### src/rtl/cnn_pkg.sv
// cnn_pkg: shared sample type, layer-1 geometry constants and signed max helper
package cnn_pkg;
  localparam int DATA_W     = 16;
  localparam int L1_MAP_W   = 88;
  localparam int L1_MAP_H   = 88;
  localparam int L1_NUM_OUT = (L1_MAP_W / 2) * (L1_MAP_H / 2);

  typedef logic signed [DATA_W-1:0] sample_t;

  function automatic sample_t smax(input sample_t a, input sample_t b);
    return (a > b) ? a : b;
  endfunction
endpackage

### src/rtl/m_line_buf.sv
// m_line_buf: one row of horizontal maxima, sync write, async read, no reset
module m_line_buf
  import cnn_pkg::*;
#(
  parameter int DEPTH = L1_MAP_W / 2,
  parameter int AW    = $clog2(DEPTH)
) (
  input  logic                     clk_in,
  input  logic                     we_i,
  input  logic [AW-1:0]            waddr_i,
  input  logic signed [DATA_W-1:0] wdata_i,
  input  logic [AW-1:0]            raddr_i,
  output logic signed [DATA_W-1:0] rdata_o
);
  sample_t mem_q [DEPTH];

  // store the even-row horizontal max for its column pair
  always_ff @(posedge clk_in) begin
    if (we_i) mem_q[waddr_i] <= wdata_i;
  end

  assign rdata_o = mem_q[raddr_i];
endmodule

### src/rtl/m_relu_pool_1.sv
// m_relu_pool_1: 2x2/stride-2 max pool with optional ReLU (macro RELU_POOL_1_RELU_EN)
module m_relu_pool_1
  import cnn_pkg::*;
#(
  parameter int MAP_W   = L1_MAP_W,
  parameter int MAP_H   = L1_MAP_H,
  parameter int NUM_OUT = L1_NUM_OUT
) (
  input  logic                     clk_in,
  input  logic                     rst_n,
  input  logic                     start,
  input  logic signed [DATA_W-1:0] map_in,
  input  logic                     valid_in,
  output logic signed [DATA_W-1:0] map_out,
  output logic                     save,
  output logic                     ready
);
  localparam int CW = $clog2(MAP_W);
  localparam int RW = $clog2(MAP_H);
  localparam int OW = $clog2(NUM_OUT + 1);
  localparam int AW = $clog2(MAP_W / 2);

  logic [CW-1:0] col_q, col_d;
  logic [RW-1:0] row_q, row_d;
  logic [OW-1:0] out_cnt_q, out_cnt_d;
  sample_t       h_q, h_d, map_out_q, map_out_d;
  logic          save_q, save_d, ready_q, ready_d;
  logic          acc, col_last, row_last, lb_we, emit;
  sample_t       hmax, pmax, act, lb_rd;
  logic [AW-1:0] lb_addr;

  assign lb_addr = col_q[CW-1:1];

  m_line_buf #(.DEPTH(MAP_W / 2), .AW(AW)) u_line_buf (
    .clk_in  (clk_in),
    .we_i    (lb_we),
    .waddr_i (lb_addr),
    .wdata_i (hmax),
    .raddr_i (lb_addr),
    .rdata_o (lb_rd)
  );

  // next-state: raster counters, horizontal/vertical max, output and frame-done tracking
  always_comb begin
    acc       = valid_in & start & ready_q;
    col_last  = col_q == CW'(MAP_W - 1);
    row_last  = row_q == RW'(MAP_H - 1);
    col_d     = acc ? (col_last ? '0 : col_q + 1'b1) : col_q;
    row_d     = (acc & col_last) ? (row_last ? '0 : row_q + 1'b1) : row_q;
    h_d       = (acc & ~col_q[0]) ? map_in : h_q;
    hmax      = smax(h_q, map_in);
    pmax      = smax(hmax, lb_rd);
`ifdef RELU_POOL_1_RELU_EN
    act       = pmax[DATA_W-1] ? '0 : pmax;
`else
    act       = pmax;
`endif
    lb_we     = acc & col_q[0] & ~row_q[0];
    emit      = acc & col_q[0] & row_q[0];
    save_d    = emit;
    map_out_d = emit ? act : map_out_q;
    out_cnt_d = (emit && out_cnt_q != OW'(NUM_OUT)) ? out_cnt_q + 1'b1 : out_cnt_q;
    ready_d   = ready_q & (out_cnt_q != OW'(NUM_OUT));
  end

  // state register: reset clears all, start low clears all but ready
  always_ff @(posedge clk_in) begin
    if (!rst_n) begin
      col_q     <= '0;
      row_q     <= '0;
      out_cnt_q <= '0;
      h_q       <= '0;
      map_out_q <= '0;
      save_q    <= 1'b0;
      ready_q   <= 1'b1;
    end else if (!start) begin
      col_q     <= '0;
      row_q     <= '0;
      out_cnt_q <= '0;
      h_q       <= '0;
      map_out_q <= '0;
      save_q    <= 1'b0;
    end else begin
      col_q     <= col_d;
      row_q     <= row_d;
      out_cnt_q <= out_cnt_d;
      h_q       <= h_d;
      map_out_q <= map_out_d;
      save_q    <= save_d;
      ready_q   <= ready_d;
    end
  end

  assign map_out = map_out_q;
  assign save    = save_q;
  assign ready   = ready_q;
endmodule

### config.mk
export PLATFORM = sky130hd
export DESIGN_NAME = m_relu_pool_1
export DESIGN_NICKNAME = d
export VERILOG_FILES = /design/src/rtl/cnn_pkg.sv /design/src/rtl/m_line_buf.sv /design/src/rtl/m_relu_pool_1.sv
export SDC_FILE = /design/constraint.sdc
export NUM_CORES = 1
export LEC_CHECK = 0
export ABC_AREA = 1
export ABC_CLOCK_PERIOD_IN_PS = 7140
export BUFFER_PORTS_ARGS = -buffer_cell sky130_fd_sc_hd__buf_2
export CAP_MARGIN = 15
export CORE_MARGIN = 4
export CORE_UTILIZATION = 55
export CTS_CLUSTER_DIAMETER = 50
export DETAILED_ROUTE_END_ITERATION = 12
export PLACE_DENSITY = 0.74
export SYNTH_ARGS = -nofsm -noshare
export SYNTH_HDL_FRONTEND = slang
export SYNTH_SLANG_ARGS = --single-unit
### constraint.sdc
create_clock -name clk_in -period 7.14 [get_ports clk_in]
set_clock_uncertainty 0.05 [all_clocks]
set_input_delay 0.714 -clock clk_in [delete_from_list [all_inputs] [get_ports clk_in]]
set_output_delay 0.714 -clock clk_in [all_outputs]
set_load 0.05 [all_outputs]
# Word level (Yosys, flattened, before mapping)
# Memories as Yosys holds them, arrays and structs flattened. A register that Yosys moved wholly into a read port is not among the register bits.
# Cells that the tools add are included.
# classes
add_sub_neg	3
n_mul	0
div	0
order_cmp	2
n_eq_ne	3
shift	0
mux	8
n_bitwise	10
n_reduce_logical	2
# op_table
cell	count
$gt A16 B16 Y1	2
$mux W16	2
$add A7 B1 Y7 const B	2
$eq A7 B7 Y1 const B	2
$mux W7	2
$mux W6	2
$add A11 B1 Y11 const B	1
$ne A11 B11 Y1 const B	1
$and A1 B1 Y1	8
$mux W1	2
$not A1 Y1	2
$reduce_and A2 Y1	1
$logic_and A1 B1 Y1	1
# word_totals
register_bits	59
latchBits	0
mem_bits_rw	704
rom_bits	0
wordCells	36
n_memories	1
# mem_list
name	depth	width	read_ports	rd_clocked_by_memory_dff	wr	line	source
u_line_buf.mem_q	44	16	1	1	1	m_line_buf.sv:15	sample_t mem_q [DEPTH];

# Logic depth before layout (Yosys ltp)
# Gate-level depths: netlist (run 1).
# logic_depth
depth_word	6
mapped_depth	34
depth_no_buf	32

# By module
# A second synthesis (run 1) with hierarchy kept.
# unflattened
hier_cells	2898
area_unflattened_um2	32486.2
# by_module_without_submodules
module	instances	cells_per_inst	area_per_inst_um2	seq_area_each_um2
m_line_buf	1	2360	28599.9	21140.3
m_relu_pool_1	1	538	3886.2	1181.1

# Least setup slack after synthesis (run 1)
# OpenSTA, ideal clock, no wires.
# synth_timing
kind	input to register
start	input map_in[15]
end	register map_out_q[5], in the netlist map_out[5]
setup_time_ns	0.136
t_arrival_ns	4.187
setup_slack_ns	2.767
stages	21
path_cell_list	inv_1 > ha_1 > nand2_2 > nor4_4 > nand3_2 > clkbuf_1 > nand4_1 > nand2_1 > ha_1 > a21o_1 > nor2_1 > nand2_1 > nand2_1 > nand2_1 > nand2_1 > nand3_1 > inv_1 > buf_2 > nand3_1 > nand2_1 > a21oi_2
# synth_via
elab_chain_len	4
# synth_lines
item	line	source
start: declaration	m_relu_pool_1.sv:12	input logic signed [DATA_W-1:0] map_in,
$gt A16 B16 Y1	cnn_pkg.sv:11	return (a > b) ? a : b;
$mux W16	cnn_pkg.sv:11	
named net hmax[7]	m_relu_pool_1.sv:29	sample_t hmax, pmax, act, lb_rd;
$gt A16 B16 Y1	cnn_pkg.sv:11	
$mux W16	cnn_pkg.sv:11	
end signal: assignment	m_relu_pool_1.sv:88	map_out_q <= map_out_d;
end: declaration	m_relu_pool_1.sv:26	sample_t h_q, h_d, map_out_q, map_out_d;
# The timed path passes the listed nets, and every way through them passes these cells.
# A chain may end at the register's enable or synchronous reset.

==> metrics.md, run 1 <==
| Metric | Value |
|---|---|
| Core area | 58,030 um2 |
| Max clock buf depth | 3 |
| Hold buffer count at cts | 0 |
| CTS Root Cell | clkbuf_16 |
| Status | finished, final reports clean |
| Initial core utilization | 0.5585 |
| Post-CTS Setup Repair Bufs | 0 |
| Detailed Routing Iterations Pass 1 | 8 |
| Die Y | 250.8 um |
| Crit path required time | between 7 and 8 ns |
| Vias per cell | 5.994 |
| Number of CTS-inserted buffers | 78 |
| Die width | between 200 and 300 um |
| Nets | between 2,000 and 3,000 |
| Initial antenna violation count | 0 |
| CTS tree | yes |
| Lkg Pwr | 13.29 nW |
| Async SR Flop Fraction | 0 |
| N_diodes | 0 |
| Maxcap violations | 0 |
| Worst hold path depth | 2 |
| Clock Sinks | 769 |
| Unrepaired setup endpoints after global routing | false |
| Pwr per Cell Area | 269.1 nW/um2 |
| H-Tree Level Count | 3 |
| Wire per inst | 22.41 um |
| Clock Pin Slew Worst Setup and Hold Paths | 0.06 ns |
| Clk_lat worst skew | 0.62 ns |
| Commonest non-fill, non-tap cell in the layout | nand2_1 |
| WL final | 84,400 um |
| Antenna-violating nets left | 0 |
| Reg2reg path depth | 22 |
| Register area share after synthesis | 0.6924 |
| Synth Area per Inst | 11.13 um2 |
| IO Port Bufs | 37 |
| Final setup fails | 0 |
| R2R setup slack | 1.50 ns |
| P&R area growth vs syn | 11.13% |
| Worst Tran Pin Value | 1.338 ns |
| Cells after Synth | 2,913 |
| Worst Setup End Kind | register |
| Vias in the first global route | 21,200 |
| Hold path startpoint | rst_n |
| Total GRT Usage | 0.2629 |
| Worst Path Arrival | 6.07 ns |
| Most frequent cells in the layout | nand2_1 (878), edfxtp_1 (704), nand3_1 (552) |
| Hold Violations, Final | 0 |
| Largest net degree at the start of global routing | 241 |
| Synth top area share | 0.6523 |
| Crit path max fanout | 238 |
| Worst Hold Class | primary input to register |
| RR Endpoint | map_out[4] |
| Pins over their slew limit | 0 |
| Synth area leaders | edfxtp_1 (65%), nand2_1 (10%), nand3_1 (8.5%), dfxtp_1 (4.0%), nor2_1 (1.5%) |
| Max Clock Freq | between 150 and 200 MHz |
| Hold EP | ready |
| Grt total ovfl | 0 |
| Layout cell share with drive strength beyond 1 | 0.08861 |
| RePlAce Congestion | 0.9490 |
| Global-route wire length before repair | 127,600 um |
| Mapped cell area | 32,410 um2 |
| Setup TNS | 0 ns |
| Vias | 22,580 |
| Period minus WS final | 5.641 ns |
| Hpwl dp | 46,950 um |
| VDD IR max | 0.1673 mV |
| Slew headroom | 0.1077 |
| DRC violations left | 0 |
| Ys Warns | 0 |
| Post-synth top area cell | edfxtp_1 |
| Synth cell types | 44 |
| Period utilization | 0.7900 |
| Tot Pwr | 0.009692 W |
| DIE AREA | between 60,000 and 70,000 um2 |
| Seq cells post-synth | 769 |
| CP Launch Type | register |
| Top FF cell, synth | edfxtp_1 |
| Top Ports | 38 |
| Crit path kind | register to register |
| Drt initial violations | 2,766 |
| Row Count | between 80 and 90 |
| EDFF count, synth | 704 |
| Mapped Nets | about 3,000 |
| Post_cts resized | 0 |
[critical path, cell delays in order, from the launching register on]
cell	delay (ns)
dfxtp_4	0.62
clkinv_8	0.63
buf_12	0.59
nor2_1	0.13
nor2_1	0.05
o21ai_1	0.11
o21ai_1	0.09
nand2_1	0.07
nand3_1	0.22
nand3_1	0.18
nand2_1	0.07
inv_1	0.07
ha_1	0.25
nand4_1	0.17
a21oi_1	0.06
nor2_1	0.13
nand2_1	0.07
nand2_1	0.06
nand3_1	0.46
inv_1	0.66
nand3_1	0.19
nand2_1	0.12
a21oi_1	0.07
[per-layer routing]
layer  wire length (um)  global-route usage
met5                  0                   0
met2              39880              0.4175
met1              33120              0.3673
met4               3477              0.1095
met3               7922             0.04190
[metrics by stage]
| step | hold WS, ns | setup slack, ns | utilization | instance area [um2] | std cells |
|---|---|---|---|---|---|
| finish | 0.2306 | 1.499 | 0.6207 | 36020 | 3767 |
| global placement | 0.4082 | 1.868 | 0.5732 | 33260 | 3622 |
| global route | 0.2278 | 1.221 | 0.6207 | 36020 | 3767 |
| detailed placement | 0.4076 | 1.770 | 0.5732 | 33260 | 3622 |
| CTS | 0.1982 | 1.738 | 0.6207 | 36020 | 3767 |
| floorplan | 0.3929 | 2.767 | - | 32410 | 2913 |
[state kept, by name (all words and copies together), names as in the netlist, named ones only]
signal            flops
ready                 1
h_q                  16
map_out              16
out_cnt_q            11
col_q                 7
row_q                 7
save                  1
u_line_buf.mem_q    704
[worst max path at each step]
stage / from / cells after the start / slack (ns) / end
finish: register / 22 / 1.50 / map_out[4]
detailed placement: map_in[15] / 23 / 1.77 / map_out[3]
floorplan: map_in[15] / 21 / 2.77 / map_out[5]
global route: register / 24 / 1.22 / map_out[4]
CTS: register / 22 / 1.74 / map_out[4]
global placement: map_in[9] / 24 / 1.87 / map_out[0]
[synthesized netlist by cell type (2+ instances only)]
library cell / instances
buf_6: 15
a21oi_2: 9
nor3_1: 9
nand3_1: 552
o21a_1: 3
buf_4: 21
o21ai_1: 11
nand2_1: 878
nand4_1: 26
inv_4: 2
edfxtp_1: 704
o22ai_1: 13
nand2_4: 2
nor3b_1: 5
nor2_1: 130
nor2_2: 2
o21ai_0: 95
nand3_2: 3
nor4_1: 3
buf_1: 16
a21oi_1: 53
nor3_2: 2
clkinv_1: 11
and3_1: 2
ha_1: 36
nand2_2: 2
o221ai_1: 16
dfxtp_1: 65
inv_1: 101
inv_2: 2
buf_2: 71
clkbuf_1: 41
[kinds of logic after synthesis]
kind of cell               count (synthesis)  synth area share
and+or+nand+nor                         1621            0.2160
AOI/OAI and AO/OA                        204           0.03540
adders and majority gates                 36           0.01390
buffers and inverters                    281           0.04169
xor gates and xnor gates                   2         0.0005406
DFF                                      769            0.6924
[cell type report]
cell class / count / area [um2]
clock inverters: 46 / 535.5
flip-flops and latches: 769 / 22450
repair buffers: 109 / 775.7
well taps: 765 / 957.2
inverters: 116 / 452.9
clock buffers: 99 / 2221
fillers: 4387 / 22010
multi-input cells: 1863 / 8622
[power breakdown]
group	switching [W]	leakage [nW]	internal (W)
combinational	0.000306	5.01	0.0000794
clock	0.00172	1.36	0.00261
sequential	0.00000566	6.92	0.00497
Power figures use the tool's default switching activity.
==> run 2, diff against run 1 <==
--- a/config.mk
+++ b/config.mk
@@ -6,14 +6,14 @@
 export NUM_CORES = 1
 export LEC_CHECK = 0
 export ABC_AREA = 1
-export ABC_CLOCK_PERIOD_IN_PS = 7140
+export ABC_CLOCK_PERIOD_IN_PS = 5000
 export BUFFER_PORTS_ARGS = -buffer_cell sky130_fd_sc_hd__buf_2
 export CAP_MARGIN = 15
 export CORE_MARGIN = 4
 export CORE_UTILIZATION = 55
 export CTS_CLUSTER_DIAMETER = 50
 export DETAILED_ROUTE_END_ITERATION = 12
-export PLACE_DENSITY = 0.74
+export PLACE_DENSITY = 0.77
 export SYNTH_ARGS = -nofsm -noshare
 export SYNTH_HDL_FRONTEND = slang
 export SYNTH_SLANG_ARGS = --single-unit
==> constraint.sdc (replaced) <==
create_clock -name clk_in -period 5 [get_ports clk_in]
set_clock_uncertainty 0.05 [all_clocks]
set_input_delay 0.5 -clock clk_in [delete_from_list [all_inputs] [get_ports clk_in]]
set_output_delay 0.5 -clock clk_in [all_outputs]
set_load 0.05 [all_outputs]
==> metrics.md, run 2 (synthesis results as in run 1) <==
| Metric | Value |
|---|---|
| Switching share of power | 0.2110 |
| Slew headroom | 0.3419 |
| Worst Path Arrival | 4.65 ns |
| RePlAce Congestion | 0.9755 |
| Comb pwr share | 0.041 |
| Sequential share of power | 0.519 |
| CTS tree | yes |
| Crit path cell chain | inv_6, buf_4, nand3_1, nand3_1, nand2_1, nand2_1, nand3_1, nand3_1, nand2_1, inv_1, ha_1, a21oi_1, a21oi_1, nor2_1, nand2_1, nand2_1, nand3_1, inv_1, nand3_1, nand2_1, a21oi_1 |
| Period utilization | 0.8400 |
| Crit path required time | roughly 5.5 ns |
| Commonest non-fill, non-tap cell in the layout | nand2_1 |
| Initial antenna violation count | 0 |
| Max Clock Freq | about 240 MHz |
| Max clock buf depth | 3 |
| Worst slack at placement | 0.8709 ns |
| Placed insts | 3,631 |
| Net switching power | 0.002888 W |
| Clk_lat worst skew | 0.64 ns |
| Vias in the first global route | 21,260 |
| Most frequent cells in the layout | nand2_1 (878), edfxtp_1 (704), nand3_1 (552) |
| Status | finished, final reports clean |
| Global-route wire length before repair | 125,000 um |
| Wire per inst | 21.91 um |
| R2R setup slack | 0.80 ns |
| Layout Cells excl Fill | 3,777 |
| Pwr per Cell Area | 379.8 nW/um2 |
| Max reg flops | 704 |
| Nets | 3,005 |
| Total GRT Usage | 0.2562 |
| Number of CTS-inserted buffers | 80 |
| Worst Tran Pin Value | 0.9872 ns |
| Drt initial violations | ~3,100 |
| Maxcap violations | 0 |
| Vias per cell | 5.972 |
| Worst setup endpoint | map_out[12] |
| Pint | 0.01080 W |
| Hold Violations, Final | 0 |
| Initial core utilization | 0.5585 |
| CTS Root Cell | clkbuf_16 |
| Storage element area | 22,450 um2 |
| Worst hold path depth | 3 |
| Clock Sinks | 769 |
| VDD IR max | 0.2502 mV |
| Core area | 58,030 um2 |
| Antenna-violating nets left | 0 |
| Multi-input gate area | 8622 um2 |
| Unrepaired setup endpoints after global routing | false |
| Worst setup margin | around 0.80 ns |
| Top Ports | 38 |
| Detailed Routing Iterations Pass 1 | 6 |
| Final hold slack | 0.1143 ns |
| Lkg Pwr | between 10 and 15 nW |
| Crit path max fanout | 84 |
| Crit path max-delay family | simple AND/OR/NAND/NOR gates |
| IO Port Bufs | 37 |
| Post-CTS Setup Repair Bufs | 0 |
| FILL cells | around 4,300 |
| H-Tree Level Count | 3 |
| Final setup fails | 0 |
| RR Endpoint | map_out[12] |
| Crit-path slowest cell | inv_6 |
| Crit path kind | register to register |
| DRC violations left | 0 |
| Die width | 250.8 um |
| Largest net degree at the start of global routing | 190 |
| Worst Hold Class | primary input to register |
| CP max stage delay | 0.51 ns |
| Vias | 22,560 |
| Setup TNS | 0 ns |
| Period minus WS final | about 4.2 ns |
| Die Y | 250.8 um |
| Pins over their slew limit | 0 |
| Reg2reg path depth | 21 |
| DIE AREA | between 60,000 and 70,000 um2 |
| Crit path depth | 21 |
| Row Count | just under 90 |
| Hpwl dp | 47,740 um |
| Layout cell share with drive strength beyond 1 | 0.08997 |
| Largest Register | u_line_buf.mem_q |
| N_diodes | 0 |
| CP Launch Type | register |
| CP bufs+invs | 4 |
| WL final | just over 80,000 um |
| Final core utilization | 0.6211 |
| Clock Pin Slew Worst Setup and Hold Paths | 0.07 ns |
| P&R area growth vs syn | 11.20% |
| Clk pwr share | 0.440 |
| Grt total ovfl | 0 |
| Worst Setup End Kind | register |
==> run 2: cell types whose count changed in the layout (fill, tap and decap cells not counted), moves of 2 or more <==
cell        delta
clkbuf_16      -4
clkinv_4       +2
buf_4          +6
clkinv_8       -2
clkbuf_1       +5
clkinvlp_4     +3
buf_12         +3
inv_6          +4
clkinv_2       -7
==> run 2: area by class of cell <==
class	count	share of cell area
Sequential cell	769	0.6230
Multi-Input combinational cell	1863	0.2392
Clock buffer	101	0.05975
Tap cell	765	0.02656
Timing Repair Buffer	119	0.02472
Clock inverter	44	0.01413
Inverter	116	0.01257
==> run 2: what timing repair did <==
action                    in CTS  in global routing
hold endpoints to repair       1                  0
hold buffers                   1                  0
resized for setup              0                  0
==> run 2: how the worst min path moves through the flow <==
stage / from / to / slack (ns)
after floorplan: row_q[5] / row_q[5] / 0.39
after global placement: map_out[12] / map_out[12] / 0.40
after detailed placement: row_q[6] / row_q[6] / 0.41
after CTS: map_in[15] / h_q[15] / 0.09
after global routing: map_in[15] / h_q[15] / 0.14
final: map_in[15] / h_q[15] / 0.11
==> run 2: power by group through the flow <==
| stage | Combinational (W) | Clock (W) | Sequential [W] |
|---|---|---|---|
| after CTS | 0.000551 | 0.00609 | 0.00711 |
| after global routing | 0.000606 | 0.00635 | 0.00710 |
| after floorplan | 0.000329 | 0 | 0.00725 |
| final | 0.000557 | 0.00602 | 0.00711 |
| after detailed placement | 0.000549 | 0 | 0.00724 |
| after global placement | 0.000529 | 0 | 0.00724 |
==> run 2: routing by layer <==
layer | GRT usage | wire length [um] | part of all wire | vias to the layer above
met5 | 0 | 0 | 0 | -
met4 | 0.1148 | 3552 | 0.043 | 0
met3 | 0.04604 | 7393 | 0.089 | 183
met2 | 0.4059 | 39190 | 0.47 | 1154
met1 | 0.3515 | 32610 | 0.39 | 10950
li1 | - | - | - | 10270
==> run 2: worst reg2reg max path, stage by stage (launching register included) <==
cell and delay (ns):
dfxtp_4 0.37, inv_6 0.51, buf_4 0.50, nand3_1 0.12
nand3_1 0.12, nand2_1 0.17, nand2_1 0.11, nand3_1 0.19
nand3_1 0.24, nand2_1 0.07, inv_1 0.06, ha_1 0.23
a21oi_1 0.15, a21oi_1 0.09, nor2_1 0.12, nand2_1 0.07
nand2_1 0.05, nand3_1 0.08, inv_1 0.44, nand3_1 0.16
nand2_1 0.09, a21oi_1 0.06
==> run 2: metrics by stage <==
step           cell area [um2]  total power, W
3_3_place_gp             33370        0.007773
2_1_floorplan            32410        0.007577
6_report                 36040         0.01369
5_1_grt                  36040         0.01406
4_1_cts                  36040         0.01375
3_5_place_dp             33370        0.007793
